<file path="src/rtl/s_axi_reg_pkg.sv">
// ---------------------------------------------------------------------------
// s_axi_reg_pkg
// Shared definitions for the AXI slave register bank:
//   - AXI response codes (OKAY / SLVERR / DECERR)
//   - write and read channel FSM state enums
//   - address decode function returning {index, resp}
// No ports (package).
// ---------------------------------------------------------------------------
package s_axi_reg_pkg;

    localparam logic [1:0] RESP_OKAY   = 2'b00;
    localparam logic [1:0] RESP_SLVERR = 2'b10;
    localparam logic [1:0] RESP_DECERR = 2'b11;

    typedef enum logic [1:0] {
        W_ADDR = 2'd0,
        W_DATA = 2'd1,
        W_RESP = 2'd2
    } w_state_t;

    typedef enum logic {
        R_ADDR = 1'b0,
        R_DATA = 1'b1
    } r_state_t;

    // The index is kept at a fixed 32-bit width so the package does not depend
    // on NUM_REGS; callers compare it against their own register numbers.
    typedef struct packed {
        logic [31:0] index;
        logic [1:0]  resp;
    } dec_t;

    // Misalignment takes priority over the range check; index is only
    // meaningful when resp is OKAY and is zero otherwise.
    function automatic dec_t decode(input logic [63:0] byte_addr,
                                    input int unsigned wb,
                                    input int unsigned num_regs);
        dec_t d;
        d.index = '0;
        d.resp  = RESP_OKAY;
        if ((byte_addr % 64'(wb)) != 64'd0) begin
            d.resp = RESP_SLVERR;
        end else if (byte_addr >= (64'(wb) * 64'(num_regs))) begin
            d.resp = RESP_DECERR;
        end else begin
            d.index = 32'(byte_addr / 64'(wb));
        end
        return d;
    endfunction

endpackage

</file>
<file path="src/rtl/s_axi_reg_bank_if.sv">
// ---------------------------------------------------------------------------
// s_axi_reg_bank_if
// AXI slave bus bundle for s_axi_reg_bank.
//   AW: awid_i, awaddr_i, awvalid_i, awready_o
//   W : wdata_i, wstrb_i, wvalid_i, wready_o
//   B : bid_o, bresp_o, bvalid_o, bready_i
//   AR: arid_i, araddr_i, arvalid_i, arready_o
//   R : rid_o, rdata_o, rresp_o, rvalid_o, rready_i
//   w_state_dbg / r_state_dbg: current write/read FSM state (observation only)
// Modports: slave (the register bank), master (the bus driver).
//
// Handshake rule on every channel: a transfer happens on a rising clk edge
// where both valid and ready are 1. A source holds valid and payload stable
// until that edge; no valid output depends combinationally on its ready.
// ---------------------------------------------------------------------------
interface s_axi_reg_bank_if #(
    parameter int ID_W   = 4,
    parameter int ADDR_W = 32,
    parameter int DATA_W = 32
);
    import s_axi_reg_pkg::*;

    logic [ID_W-1:0]     awid_i;
    logic [ADDR_W-1:0]   awaddr_i;
    logic                awvalid_i;
    logic                awready_o;

    logic [DATA_W-1:0]   wdata_i;
    logic [DATA_W/8-1:0] wstrb_i;
    logic                wvalid_i;
    logic                wready_o;

    logic [ID_W-1:0]     bid_o;
    logic [1:0]          bresp_o;
    logic                bvalid_o;
    logic                bready_i;

    logic [ID_W-1:0]     arid_i;
    logic [ADDR_W-1:0]   araddr_i;
    logic                arvalid_i;
    logic                arready_o;

    logic [ID_W-1:0]     rid_o;
    logic [DATA_W-1:0]   rdata_o;
    logic [1:0]          rresp_o;
    logic                rvalid_o;
    logic                rready_i;

    w_state_t            w_state_dbg;
    r_state_t            r_state_dbg;

    modport slave (
        input  awid_i, awaddr_i, awvalid_i,
        output awready_o,
        input  wdata_i, wstrb_i, wvalid_i,
        output wready_o,
        output bid_o, bresp_o, bvalid_o,
        input  bready_i,
        input  arid_i, araddr_i, arvalid_i,
        output arready_o,
        output rid_o, rdata_o, rresp_o, rvalid_o,
        input  rready_i,
        output w_state_dbg, r_state_dbg
    );

    modport master (
        output awid_i, awaddr_i, awvalid_i,
        input  awready_o,
        output wdata_i, wstrb_i, wvalid_i,
        input  wready_o,
        input  bid_o, bresp_o, bvalid_o,
        output bready_i,
        output arid_i, araddr_i, arvalid_i,
        input  arready_o,
        input  rid_o, rdata_o, rresp_o, rvalid_o,
        output rready_i,
        input  w_state_dbg, r_state_dbg
    );

endinterface

</file>
<file path="src/rtl/s_axi_reg_rd_ch.sv">
// ---------------------------------------------------------------------------
// s_axi_reg_rd_ch
// Read channel of the register bank: AR/R FSM plus the registered R payload.
// Ports:
//   clk, areset   clock, asynchronous active-low reset
//   i_arid, i_araddr, i_arvalid, o_arready    read address channel
//   o_rid, o_rdata, o_rresp, o_rvalid, i_rready  read data channel
//   i_regs        flat register contents, register k at [k*DATA_W +: DATA_W]
//   o_state       current FSM state (observation)
// ---------------------------------------------------------------------------
module s_axi_reg_rd_ch
    import s_axi_reg_pkg::*;
#(
    parameter int ID_W     = 4,
    parameter int ADDR_W   = 32,
    parameter int DATA_W   = 32,
    parameter int NUM_REGS = 8
) (
    input  logic                       clk,
    input  logic                       areset,
    input  logic [ID_W-1:0]            i_arid,
    input  logic [ADDR_W-1:0]          i_araddr,
    input  logic                       i_arvalid,
    output logic                       o_arready,
    output logic [ID_W-1:0]            o_rid,
    output logic [DATA_W-1:0]          o_rdata,
    output logic [1:0]                 o_rresp,
    output logic                       o_rvalid,
    input  logic                       i_rready,
    input  logic [NUM_REGS*DATA_W-1:0] i_regs,
    output r_state_t                   o_state
);

    localparam int WB = DATA_W / 8;

    r_state_t          r_state;
    r_state_t          w_next;
    logic              w_arready;
    logic              w_rvalid;
    logic              w_ar_hs;
    dec_t              w_ar_dec;
    logic [DATA_W-1:0] w_rd_val;

    logic [ID_W-1:0]   r_rid;
    logic [DATA_W-1:0] r_rdata;
    logic [1:0]        r_rresp;

    always_ff @(posedge clk or negedge areset) begin
        if (!areset) begin
            r_state <= R_ADDR;
        end else begin
            r_state <= w_next;
        end
    end

    always_comb begin
        w_next    = r_state;
        w_arready = 1'b0;
        w_rvalid  = 1'b0;
        case (r_state)
            R_ADDR: begin
                w_arready = 1'b1;
                if (i_arvalid) w_next = R_DATA;
            end
            R_DATA: begin
                w_rvalid = 1'b1;
                if (i_rready) w_next = R_ADDR;
            end
            default: w_next = R_ADDR;
        endcase
    end

    assign w_ar_hs  = w_arready & i_arvalid;
    assign w_ar_dec = decode(64'(i_araddr), WB, NUM_REGS);

    // Register value as it stands before the AR edge; a write landing on the
    // same edge is therefore not visible to this read.
    always_comb begin
        w_rd_val = '0;
        for (int k = 0; k < NUM_REGS; k++) begin
            if (w_ar_dec.resp == RESP_OKAY && w_ar_dec.index == 32'(k)) begin
                w_rd_val = i_regs[k*DATA_W +: DATA_W];
            end
        end
    end

    // Payload only moves on the AR handshake, so it stays frozen while R
    // is stalled by i_rready.
    always_ff @(posedge clk or negedge areset) begin
        if (!areset) begin
            r_rid   <= '0;
            r_rdata <= '0;
            r_rresp <= RESP_OKAY;
        end else if (w_ar_hs) begin
            r_rid   <= i_arid;
            r_rdata <= w_rd_val;
            r_rresp <= w_ar_dec.resp;
        end
    end

    assign o_arready = w_arready;
    assign o_rvalid  = w_rvalid;
    assign o_rid     = r_rid;
    assign o_rdata   = r_rdata;
    assign o_rresp   = r_rresp;
    assign o_state   = r_state;

endmodule

</file>
<file path="src/rtl/s_axi_reg_bank.sv">
// ---------------------------------------------------------------------------
// s_axi_reg_bank
// AXI slave register bank: NUM_REGS registers of DATA_W bits with
// independent write (AW/W/B) and read (AR/R) channels, byte strobes,
// transaction IDs and SLVERR/DECERR responses.
// Ports:
//   clk      clock, all logic on posedge
//   areset   asynchronous active-low reset
//   s_axi    s_axi_reg_bank_if.slave bus bundle (AW, W, B, AR, R + FSM state)
//   regs_o   flat register contents, register k at [k*DATA_W +: DATA_W]
// Build option:
//   S_AXI_REG_BANK_CNT_EN  register NUM_REGS-1 becomes a read-only
//                          free-running counter; writes to it get SLVERR.
// The write FSM, register array and counter live here; the read channel is
// in s_axi_reg_rd_ch.
// ---------------------------------------------------------------------------
module s_axi_reg_bank
    import s_axi_reg_pkg::*;
#(
    parameter int ID_W     = 4,
    parameter int ADDR_W   = 32,
    parameter int DATA_W   = 32,
    parameter int NUM_REGS = 8
) (
    input  logic                       clk,
    input  logic                       areset,
    s_axi_reg_bank_if.slave            s_axi,
    output logic [NUM_REGS*DATA_W-1:0] regs_o
);

    localparam int WB = DATA_W / 8;

`ifdef S_AXI_REG_BANK_CNT_EN
    localparam int RW_REGS = NUM_REGS - 1;
`else
    localparam int RW_REGS = NUM_REGS;
`endif

    // -----------------------------------------------------------------------
    // Write channel FSM
    // -----------------------------------------------------------------------
    w_state_t          r_w_state;
    w_state_t          w_w_next;
    logic              w_awready;
    logic              w_wready;
    logic              w_bvalid;
    logic              w_aw_hs;
    logic              w_w_hs;

    logic [ID_W-1:0]   w_awid;
    logic [ADDR_W-1:0] w_awaddr;
    dec_t              w_aw_dec;

    logic [ID_W-1:0]   r_bid;
    dec_t              r_wdec;

    logic [DATA_W-1:0] r_regs [NUM_REGS];

    always_ff @(posedge clk or negedge areset) begin
        if (!areset) begin
            r_w_state <= W_ADDR;
        end else begin
            r_w_state <= w_w_next;
        end
    end

    always_comb begin
        w_w_next  = r_w_state;
        w_awready = 1'b0;
        w_wready  = 1'b0;
        w_bvalid  = 1'b0;
        case (r_w_state)
            W_ADDR: begin
                w_awready = 1'b1;
                if (s_axi.awvalid_i) w_w_next = W_DATA;
            end
            W_DATA: begin
                w_wready = 1'b1;
                if (s_axi.wvalid_i) w_w_next = W_RESP;
            end
            W_RESP: begin
                w_bvalid = 1'b1;
                if (s_axi.bready_i) w_w_next = W_ADDR;
            end
            default: w_w_next = W_ADDR;
        endcase
    end

    assign w_aw_hs  = w_awready & s_axi.awvalid_i;
    assign w_w_hs   = w_wready & s_axi.wvalid_i;
    assign w_awid   = s_axi.awid_i;
    assign w_awaddr = s_axi.awaddr_i;

    // The decode is resolved at AW time, so the W beat only needs to look
    // at the captured result.
    always_comb begin
        w_aw_dec = decode(64'(w_awaddr), WB, NUM_REGS);
`ifdef S_AXI_REG_BANK_CNT_EN
        if (w_aw_dec.resp == RESP_OKAY && w_aw_dec.index == 32'(NUM_REGS - 1)) begin
            w_aw_dec.resp = RESP_SLVERR;
        end
`endif
    end

    always_ff @(posedge clk or negedge areset) begin
        if (!areset) begin
            r_bid  <= '0;
            r_wdec <= '0;
        end else if (w_aw_hs) begin
            r_bid  <= w_awid;
            r_wdec <= w_aw_dec;
        end
    end

    // -----------------------------------------------------------------------
    // Register array (and optional counter in the top slot)
    // -----------------------------------------------------------------------
    always_ff @(posedge clk or negedge areset) begin
        if (!areset) begin
            for (int k = 0; k < NUM_REGS; k++) begin
                r_regs[k] <= '0;
            end
        end else begin
            for (int k = 0; k < RW_REGS; k++) begin
                if (w_w_hs && r_wdec.resp == RESP_OKAY && r_wdec.index == 32'(k)) begin
                    for (int b = 0; b < WB; b++) begin
                        if (s_axi.wstrb_i[b]) begin
                            r_regs[k][b*8 +: 8] <= s_axi.wdata_i[b*8 +: 8];
                        end
                    end
                end
            end
`ifdef S_AXI_REG_BANK_CNT_EN
            // Wraps naturally at 2^DATA_W.
            r_regs[NUM_REGS-1] <= r_regs[NUM_REGS-1] + DATA_W'(1);
`endif
        end
    end

    for (genvar g = 0; g < NUM_REGS; g++) begin : g_flat
        assign regs_o[g*DATA_W +: DATA_W] = r_regs[g];
    end

    // -----------------------------------------------------------------------
    // Read channel
    // -----------------------------------------------------------------------
    s_axi_reg_rd_ch #(
        .ID_W     (ID_W),
        .ADDR_W   (ADDR_W),
        .DATA_W   (DATA_W),
        .NUM_REGS (NUM_REGS)
    ) u_rd_ch (
        .clk       (clk),
        .areset    (areset),
        .i_arid    (s_axi.arid_i),
        .i_araddr  (s_axi.araddr_i),
        .i_arvalid (s_axi.arvalid_i),
        .o_arready (s_axi.arready_o),
        .o_rid     (s_axi.rid_o),
        .o_rdata   (s_axi.rdata_o),
        .o_rresp   (s_axi.rresp_o),
        .o_rvalid  (s_axi.rvalid_o),
        .i_rready  (s_axi.rready_i),
        .i_regs    (regs_o),
        .o_state   (s_axi.r_state_dbg)
    );

    // -----------------------------------------------------------------------
    // Outputs
    // -----------------------------------------------------------------------
    assign s_axi.awready_o   = w_awready;
    assign s_axi.wready_o    = w_wready;
    assign s_axi.bvalid_o    = w_bvalid;
    assign s_axi.bid_o       = r_bid;
    assign s_axi.bresp_o     = r_wdec.resp;
    assign s_axi.w_state_dbg = r_w_state;

endmodule

</file>
<file path="src/flat_wrapper.sv">
// flat-port wrapper written by rule: the top's interface ports become plain ports
module s_axi_reg_bank_flat import s_axi_reg_pkg::*;
#(
    parameter int ID_W     = 4,
    parameter int ADDR_W   = 32,
    parameter int DATA_W   = 32,
    parameter int NUM_REGS = 8
)
  (clk, areset, regs_o, s_axi_awid_i, s_axi_awaddr_i, s_axi_awvalid_i, s_axi_awready_o, s_axi_wdata_i, s_axi_wstrb_i, s_axi_wvalid_i, s_axi_wready_o, s_axi_bid_o, s_axi_bresp_o, s_axi_bvalid_o, s_axi_bready_i, s_axi_arid_i, s_axi_araddr_i, s_axi_arvalid_i, s_axi_arready_o, s_axi_rid_o, s_axi_rdata_o, s_axi_rresp_o, s_axi_rvalid_o, s_axi_rready_i, s_axi_w_state_dbg, s_axi_r_state_dbg);
  s_axi_reg_bank_if #(.ID_W(ID_W), .ADDR_W(ADDR_W), .DATA_W(DATA_W)) s_axi_i ();
  input  logic clk;
  input  logic areset;
  output logic [NUM_REGS*DATA_W-1:0] regs_o;
  input wire logic [$bits(s_axi_i.awid_i)-1:0] s_axi_awid_i;
  input wire logic [$bits(s_axi_i.awaddr_i)-1:0] s_axi_awaddr_i;
  input wire logic [$bits(s_axi_i.awvalid_i)-1:0] s_axi_awvalid_i;
  output wire logic [$bits(s_axi_i.awready_o)-1:0] s_axi_awready_o;
  input wire logic [$bits(s_axi_i.wdata_i)-1:0] s_axi_wdata_i;
  input wire logic [$bits(s_axi_i.wstrb_i)-1:0] s_axi_wstrb_i;
  input wire logic [$bits(s_axi_i.wvalid_i)-1:0] s_axi_wvalid_i;
  output wire logic [$bits(s_axi_i.wready_o)-1:0] s_axi_wready_o;
  output wire logic [$bits(s_axi_i.bid_o)-1:0] s_axi_bid_o;
  output wire logic [$bits(s_axi_i.bresp_o)-1:0] s_axi_bresp_o;
  output wire logic [$bits(s_axi_i.bvalid_o)-1:0] s_axi_bvalid_o;
  input wire logic [$bits(s_axi_i.bready_i)-1:0] s_axi_bready_i;
  input wire logic [$bits(s_axi_i.arid_i)-1:0] s_axi_arid_i;
  input wire logic [$bits(s_axi_i.araddr_i)-1:0] s_axi_araddr_i;
  input wire logic [$bits(s_axi_i.arvalid_i)-1:0] s_axi_arvalid_i;
  output wire logic [$bits(s_axi_i.arready_o)-1:0] s_axi_arready_o;
  output wire logic [$bits(s_axi_i.rid_o)-1:0] s_axi_rid_o;
  output wire logic [$bits(s_axi_i.rdata_o)-1:0] s_axi_rdata_o;
  output wire logic [$bits(s_axi_i.rresp_o)-1:0] s_axi_rresp_o;
  output wire logic [$bits(s_axi_i.rvalid_o)-1:0] s_axi_rvalid_o;
  input wire logic [$bits(s_axi_i.rready_i)-1:0] s_axi_rready_i;
  output wire logic [$bits(s_axi_i.w_state_dbg)-1:0] s_axi_w_state_dbg;
  output wire logic [$bits(s_axi_i.r_state_dbg)-1:0] s_axi_r_state_dbg;
  assign s_axi_i.awid_i = s_axi_awid_i;
  assign s_axi_i.awaddr_i = s_axi_awaddr_i;
  assign s_axi_i.awvalid_i = s_axi_awvalid_i;
  assign s_axi_awready_o = s_axi_i.awready_o;
  assign s_axi_i.wdata_i = s_axi_wdata_i;
  assign s_axi_i.wstrb_i = s_axi_wstrb_i;
  assign s_axi_i.wvalid_i = s_axi_wvalid_i;
  assign s_axi_wready_o = s_axi_i.wready_o;
  assign s_axi_bid_o = s_axi_i.bid_o;
  assign s_axi_bresp_o = s_axi_i.bresp_o;
  assign s_axi_bvalid_o = s_axi_i.bvalid_o;
  assign s_axi_i.bready_i = s_axi_bready_i;
  assign s_axi_i.arid_i = s_axi_arid_i;
  assign s_axi_i.araddr_i = s_axi_araddr_i;
  assign s_axi_i.arvalid_i = s_axi_arvalid_i;
  assign s_axi_arready_o = s_axi_i.arready_o;
  assign s_axi_rid_o = s_axi_i.rid_o;
  assign s_axi_rdata_o = s_axi_i.rdata_o;
  assign s_axi_rresp_o = s_axi_i.rresp_o;
  assign s_axi_rvalid_o = s_axi_i.rvalid_o;
  assign s_axi_i.rready_i = s_axi_rready_i;
  assign s_axi_w_state_dbg = s_axi_i.w_state_dbg;
  assign s_axi_r_state_dbg = s_axi_i.r_state_dbg;
  s_axi_reg_bank #(.ID_W(ID_W), .ADDR_W(ADDR_W), .DATA_W(DATA_W), .NUM_REGS(NUM_REGS)) u_core (.clk(clk), .areset(areset), .s_axi(s_axi_i), .regs_o(regs_o));
endmodule
</file>
<file path="config.mk">
export PLATFORM = sky130hd
export DESIGN_NAME = s_axi_reg_bank_flat
export DESIGN_NICKNAME = d
export VERILOG_FILES = /design/src/rtl/s_axi_reg_pkg.sv /design/src/rtl/s_axi_reg_bank_if.sv /design/src/rtl/s_axi_reg_rd_ch.sv /design/src/rtl/s_axi_reg_bank.sv /design/src/flat_wrapper.sv
export SDC_FILE = /design/constraint.sdc
export NUM_CORES = 1
export LEC_CHECK = 0
export ABC_CLOCK_PERIOD_IN_PS = 3200
export CAP_MARGIN = 40
export CORE_ASPECT_RATIO = 1.4
export CORE_UTILIZATION = 30
export CTS_CLUSTER_DIAMETER = 150
export CTS_CLUSTER_SIZE = 30
export DETAILED_ROUTE_END_ITERATION = 8
export PLACE_DENSITY = 0.52
export SLEW_MARGIN = 20
export SYNTH_ARGS = -nofsm -noshare
export SYNTH_HDL_FRONTEND = slang
export SYNTH_HIERARCHICAL = 1
export SYNTH_SLANG_ARGS = --single-unit
</file>
<file path="constraint.sdc">
create_clock -name clk -period 3.2 [get_ports clk]
set_clock_uncertainty 0.1 [all_clocks]
set_input_delay 0.48 -clock clk [delete_from_list [all_inputs] [get_ports clk]]
set_output_delay 0.48 -clock clk [all_outputs]
set_load 0.05 [all_outputs]
</file>
* Word level (Yosys, flattened, before mapping)
Cells that the tools add are included.
** Storage, ports and cells
- Input port bits :: 115
- Word-level logic and storage cells :: 150
- Register bits :: 335
- Output and inout bits :: 308
** Cells by class
- Order comparisons :: 2
- Equal/unequal tests :: 19
- Mux-type cells :: 28
- Bitwise gates (word level) :: 4
- Reductions and logical operators :: 57
** Operators with widths (count)
- 2-to-1 mux 32 bit :: 9
- equality test 32 x 3 -> 1 bit (second input constant) :: 8
- equality test 32 x 2 -> 1 bit (second input constant) :: 4
- nonzero test 64 bit :: 2
- 2-to-1 mux 30 bit :: 3
- equality test 32 x 1 -> 1 bit (second input constant) :: 2
- >= comparator 32 x 6 -> 1 bit (second input constant) :: 2
- logical NOT 32 bit :: 2
- AND reduction 2 bit :: 32
- logical AND 1 bit :: 17
- 2-to-1 mux 2 bit :: 7
- 2-to-1 mux 1 bit :: 7
- logical NOT 2 bit :: 3
- inequality test 2 bit (second input constant) :: 3
- case mux 2 bit (3 select lines) :: 1
- bitwise AND 1 bit :: 3
- AND reduction 3 bit :: 1
- equality test 2 x 1 -> 1 bit (second input constant) :: 1
- equality test 2 bit (second input constant) :: 1
- case mux 1 bit (2 select lines) :: 1
- NOT 1 bit :: 1

* Longest topological paths before layout
- Depth after elaboration :: 13
- Gate-level depth with buffers :: 8
- Depth with buffers taken out :: 5

* Cells and area by module
Netlist, hierarchy kept.
** By module, submodules not included
- s_axi_reg_bank :: cells an instance 716, area each 11449.7 um^2, instances 1, seq. area each 7357.1 um^2
- s_axi_reg_rd_ch :: cells an instance 413, area each 3958.8 um^2, instances 1, seq. area each 975.9 um^2

* Worst setup path after synthesis
No wires, ideal clock.
- Path type :: register to register
- Start :: register u_core.r_w_state[1] (netlist: u_core/s_axi.w_state_dbg[1])
- End :: register u_core.r_regs (netlist bit u_core/regs_o[128])
- Stages on the path, launching flop included :: 6
- Clock period less this slack :: 2.603 ns
- Required time :: 2.975 ns
- Arrival :: 2.378 ns
- Setup slack :: 0.597 ns
- Cells stage by stage :: dfrtp_1 or4bb_1 nor4_1 and3_1 buf_4 mux2_2
** On the way
- Cells in the longest elaborated chain, start to end :: 6
** RTL lines
- start, declared :: RTL line s_axi_reg_bank.sv:42 : w_state_t r_w_state;
- start signal, assigned :: RTL line s_axi_reg_bank.sv:63 : r_w_state <= w_w_next;
- equality test 2 x 1 -> 1 bit :: RTL line s_axi_reg_bank.sv:72 : case (r_w_state)
- 2-to-1 mux 1 bit :: RTL line s_axi_reg_bank.sv:72
- bitwise AND 1 bit :: RTL line s_axi_reg_bank.sv:90 : assign w_w_hs = w_wready & s_axi.wvalid_i;
- logical AND 1 bit (2 in series) :: RTL line s_axi_reg_bank.sv:125 : if (w_w_hs && r_wdec.resp == RESP_OKAY && r_wdec.index == 32'(k)) begin
- AND reduction 2 bit (no source line)
- end signal, assigned by index :: RTL line s_axi_reg_bank.sv:128 : r_regs[k][b*8 +: 8] <= s_axi.wdata_i[b*8 +: 8];
- end, declared :: RTL line s_axi_reg_bank.sv:57 : logic [DATA_W-1:0] r_regs [NUM_REGS];
No other way between the ends.
A chain may end at the register's enable or synchronous reset.

* Worst setup path after layout
- Start :: register u_core/r_wdec[7] in the netlist's numbering
- End :: register u_core.r_regs (netlist bit u_core/regs_o[67])
** On the way
- Cells in the longest elaborated chain, start to end :: 3
** RTL lines
- start, declared :: RTL line s_axi_reg_bank.sv:55 : dec_t r_wdec;
- start signal, assigned :: RTL line s_axi_reg_bank.sv:111 : r_wdec <= w_aw_dec;
- equality test 32 x 2 -> 1 bit :: RTL line s_axi_reg_bank.sv:125
- logical AND 1 bit :: RTL line s_axi_reg_bank.sv:125
- AND reduction 2 bit (no source line)
No other way between the ends.

==> results.txt <==
- Maximum vdd drop: 0.000458 V
- The floorplan step defined a core boundary enclosing a little over 50000 sq um.
* Maximum number of pins on one net before global-route repair: 74
- Ratio of total power to cell area: around 400 nW/um^2
* Hold Path End: u_core/u_rd_ch/o_rid[0]
- Routability-driven placement finished with a final weighted congestion of 0.818.
- For this run the aggregate overflow at the end of global routing stands at 0.
* Reg2reg start: u_core/r_wdec[7]
- Summing over every cut layer, the via total after detailed routing is 11.4k.
- Maximum frequency from static timing analysis: 355 MHz
- Startpoint type of the worst setup path: register
- The setup path with the least slack is of type register to register.
- The net count of the finished layout is around 1.7k.
- Across every metal layer, demand over resource in global routing totals approximately 22%.
- During placement, the flow inserted port buffers numbering roughly 420.
- In this run the static leakage power is between 9 and 10 nW.
* Capturing point of the worst reg2reg path: u_core/regs_o[67]
- Initial cell density of the core: about 30%
- Run status: complete, but fails checks
- In this design, the largest share of critical-path delay is due to simple AND/OR/NAND/NOR gates.
- Wire segments on met3 add up to 2.62 mm in the final route.
- Growth of design area from synthesis to finish: 38.0%
* Die width: slightly below 200 microns
* Hold Path Class: input port to register
* Number of fillers in the final layout: roughly 4.7k
- Cells fill roughly 42% of the core in the end.
- For the final routed database, the setup TNS stands at 0 ns.
- Routed WL per cell: 26.2 microns
* Clock period minus worst slack: ~2.8 ns
* Dominant synthesized flop cell: sky130_fd_sc_hd__dfrtp_1
- In the routed design, unresolved DRC markers number 27.
- Actual slew at the worst max-slew pin: 0.820 ns
* Number of storage elements in the synthesis netlist: 333
- Detailed placement ended at an HPWL of between 40 and 50 mm.
- In this run the most critical hold path is launched from s_axi_arid_i[0].
- The first global-routing pass estimated about 85 mm of wire.
* Antenna Diode Count: 0
* Finish-stage setup viols: 0
- Vertical die dimension: between 200 and 300 microns
- Total length of routed met2 wires: between 30 and 40 mm
* Vias in the first global route: ~12k
- The die covers about 52000 sq um.
- Final Cycle Share: 88.0%
* Cell count after synthesis: between 1k and 1.5k
* Register-to-Register Path Depth: 4
- Hold violation total from the final report: 0
* Number of synthesized flops with an enable pin: 0
- After floorplanning, the core was divided into 97 placement rows.
- Met1 routed wirelength after detailed routing: ~24 mm
* Worst slew slack as a fraction of its limit: 45.3%
- Pwr Total: 8.42 mW
* Worst EP arrival: about 3.1 ns
- Detailed-routing iteration count for the pre-antenna-repair pass: 9
- The number of pins with negative max-slew slack in the final report was 0.
- Number of instances on the worst hold path: 3
* Clock tree sinks: around 330
- Clock-pin slew was measured on the worst setup and hold paths at between 0.1 and 0.15 ns.
- Across all register-to-register paths, the minimum setup slack is 0.39 ns.
* Hold-fix buffer count after cts: 1
* Cell chain of the critical path: or4_1 > nor4_2 > nand3_2 > mux2_2
* Category of the worst setup path capture point: register
* Synthesized area divided by synthesized cell count: between 10 and 15 sq um
- Number of CTS-inserted buffers: 15
- CTS Buffer Depth: 3
- At the worst endpoint, the required time is 3.52 ns.
* Number of instances resized during post-cts repair: 0
- Clock network latency to the later pin of the worst-skew pair: 0.53 ns
- Violations in the final reports: design-rule violations
- The first routing iteration left 563 violations.
- Of all flip-flops after synthesis, the portion carrying an async set or reset was 100%.
* Deepest level of the CTS H-tree: 1
- Fraction of layout instances using a drive strength above 1: between 20% and 30%
* Total number of yosys warnings: 6
- For this block, the routed nets add up to slightly below 60 mm of wire.
* Number of buffers added for setup after CTS: 0
- IO Pins: approximately 420
- In this run the clock root is driven by a sky130_fd_sc_hd__clkbuf_16.
* Synth Net Count: around 1.2k
* Critical path peak fanout: 13
* Delay of the slowest cell on the worst path: 0.80 ns
* Proportion of synthesized chip area in sequential cells: a little over half
- DR top layer: met4
- In this run the cell area of the synthesized design comes to 15400 sq um.
* Number of antenna violations at the first check in global routing: 0
- TritonCTS built the clock tree.
* Number of buffers and inverters on the critical path: 0
- After detailed routing, the number of vias per cell comes to between 5 and 6.
- RSZ-0062 raised after global routing: false
- In this run the remaining antenna-violating nets after routing total 0.
- Max Cap Violations: 0
- Critical Path Slowest Stage Cell: sky130_fd_sc_hd__or4_1
* Synth cell types: 54
==> cells in the final DEF (no fill, tap or decap), types with 20 or more instances in the layout <==
master | synthesis | layout
sky130_fd_sc_hd__a21oi_1 | 29 | 29
sky130_fd_sc_hd__a22oi_1 | 31 | 31
sky130_fd_sc_hd__and2_1 | 29 | 29
sky130_fd_sc_hd__buf_4 | 12 | 55
sky130_fd_sc_hd__clkdlybuf4s50_1 | 0 | 419
sky130_fd_sc_hd__dfrtp_1 | 333 | 333
sky130_fd_sc_hd__inv_1 | 27 | 27
sky130_fd_sc_hd__mux2_2 | 269 | 269
sky130_fd_sc_hd__mux2i_1 | 22 | 22
sky130_fd_sc_hd__nand2_1 | 29 | 28
sky130_fd_sc_hd__nor3_1 | 20 | 20
sky130_fd_sc_hd__o21ai_0 | 22 | 22
==> tightest hold or removal path, cell delays in order <==
cell,delay [ns]
sky130_fd_sc_hd__clkdlybuf4s50_1,0.40
sky130_fd_sc_hd__nand2_1,0.06
sky130_fd_sc_hd__nand2_1,0.04
==> metrics by stage <==
| stage | area [sq um] | hold WS (ns) | cells | worst slack [ns] |
|---|---|---|---|---|
| after floorplan | 15400 | 0.0844 | 1129 | 0.597 |
| after CTS | 21200 | 0.339 | 2216 | 0.385 |
| after global placement | 20800 | 0.357 | 2199 | 0.0476 |
| final | 21300 | 0.368 | 2217 | 0.386 |
| after detailed placement | 20800 | 0.364 | 2199 | 0.0418 |
| after global routing | 21300 | 0.357 | 2217 | 0.288 |
==> registers in the layout, indices dropped and copies added (netlist names) <==
name                      flops
u_core/u_rd_ch/o_state        1
u_core/u_rd_ch/o_rdata       32
u_core/s_axi.w_state_dbg      2
u_core/u_rd_ch/o_rresp        2
u_core/s_axi.bresp_o          2
u_core/u_rd_ch/o_rid          4
u_core/r_wdec                30
u_core/s_axi.bid_o            4
u_core/regs_o               256
==> metal layers <==
| metal | up-vias | track usage, % |
|---|---|---|
| met4 | 0 | 6.11 |
| li1 | 5076 | - |
| met1 | 5974 | 27.4 |
| met5 | - | 0 |
| met3 | 61 | 3.06 |
| met2 | 335 | 39.6 |
==> layout make-up <==
class	count	area, sq um	area share [%]
sequential	333	8330	39.2
tap	643	805	3.78
inverter	27	101	0.477
clock buffer	15	375	1.77
multi-input combinational	704	6630	31.2
clock inverter	1	30.0	0.141
timing repair buffer	494	4980	23.5
==> where the power goes <==
group	internal [mW]	switching (mW)	total, mW
clock	0.876	1.39	2.27
combinational	0.602	1.09	1.69
sequential	4.34	0.123	4.46
==> logic make-up (layout without fill, tap and decap cells) <==
family	count (synthesis)	in the layout	share of synthesized area [%]
compound gates	172	172	8.44
mux	317	317	23.9
simple gates	215	215	10.5
buf+inv	92	537	3.00
flops	333	333	54.1
==> synth_stat cells (10+ instances only) <==
library cell / number / area, sq um
sky130_fd_sc_hd__a211oi_2: 10 / 125
sky130_fd_sc_hd__a21oi_1: 29 / 145
sky130_fd_sc_hd__a221o_1: 13 / 130
sky130_fd_sc_hd__a22o_1: 17 / 149
sky130_fd_sc_hd__a22oi_1: 31 / 233
sky130_fd_sc_hd__and2_1: 29 / 181
sky130_fd_sc_hd__buf_2: 21 / 105
sky130_fd_sc_hd__buf_4: 12 / 90.1
sky130_fd_sc_hd__clkbuf_1: 23 / 86.3
sky130_fd_sc_hd__dfrtp_1: 333 / 8330
sky130_fd_sc_hd__inv_1: 27 / 101
sky130_fd_sc_hd__mux2_1: 13 / 146
sky130_fd_sc_hd__mux2_2: 269 / 3030
sky130_fd_sc_hd__mux2i_1: 22 / 220
sky130_fd_sc_hd__mux4_2: 13 / 293
sky130_fd_sc_hd__nand2_1: 29 / 109
sky130_fd_sc_hd__nand4_4: 10 / 213
sky130_fd_sc_hd__nor2_1: 17 / 63.8
sky130_fd_sc_hd__nor2b_1: 14 / 87.6
sky130_fd_sc_hd__nor3_1: 20 / 100
sky130_fd_sc_hd__nor4_1: 18 / 113
sky130_fd_sc_hd__o211ai_1: 16 / 120
sky130_fd_sc_hd__o21ai_0: 22 / 110
sky130_fd_sc_hd__o31ai_2: 10 / 125
==> worst max-delay path by stage <==
stage / from / to / slack [ns] / cells after the start
4_1_cts: u_core/r_wdec[7] / u_core/regs_o[4] / 0.38 / 4
3_3_place_gp: s_axi_wvalid_i / u_core/regs_o[150] / 0.05 / 7
3_5_place_dp: s_axi_wvalid_i / u_core/regs_o[179] / 0.04 / 6
2_1_floorplan: u_core/s_axi.w_state_dbg[1] / u_core/regs_o[128] / 0.60 / 5
6_report: u_core/r_wdec[7] / u_core/regs_o[67] / 0.39 / 4
5_1_grt: u_core/r_wdec[7] / u_core/regs_o[71] / 0.29 / 4
Power figures use the tool's default switching activity.
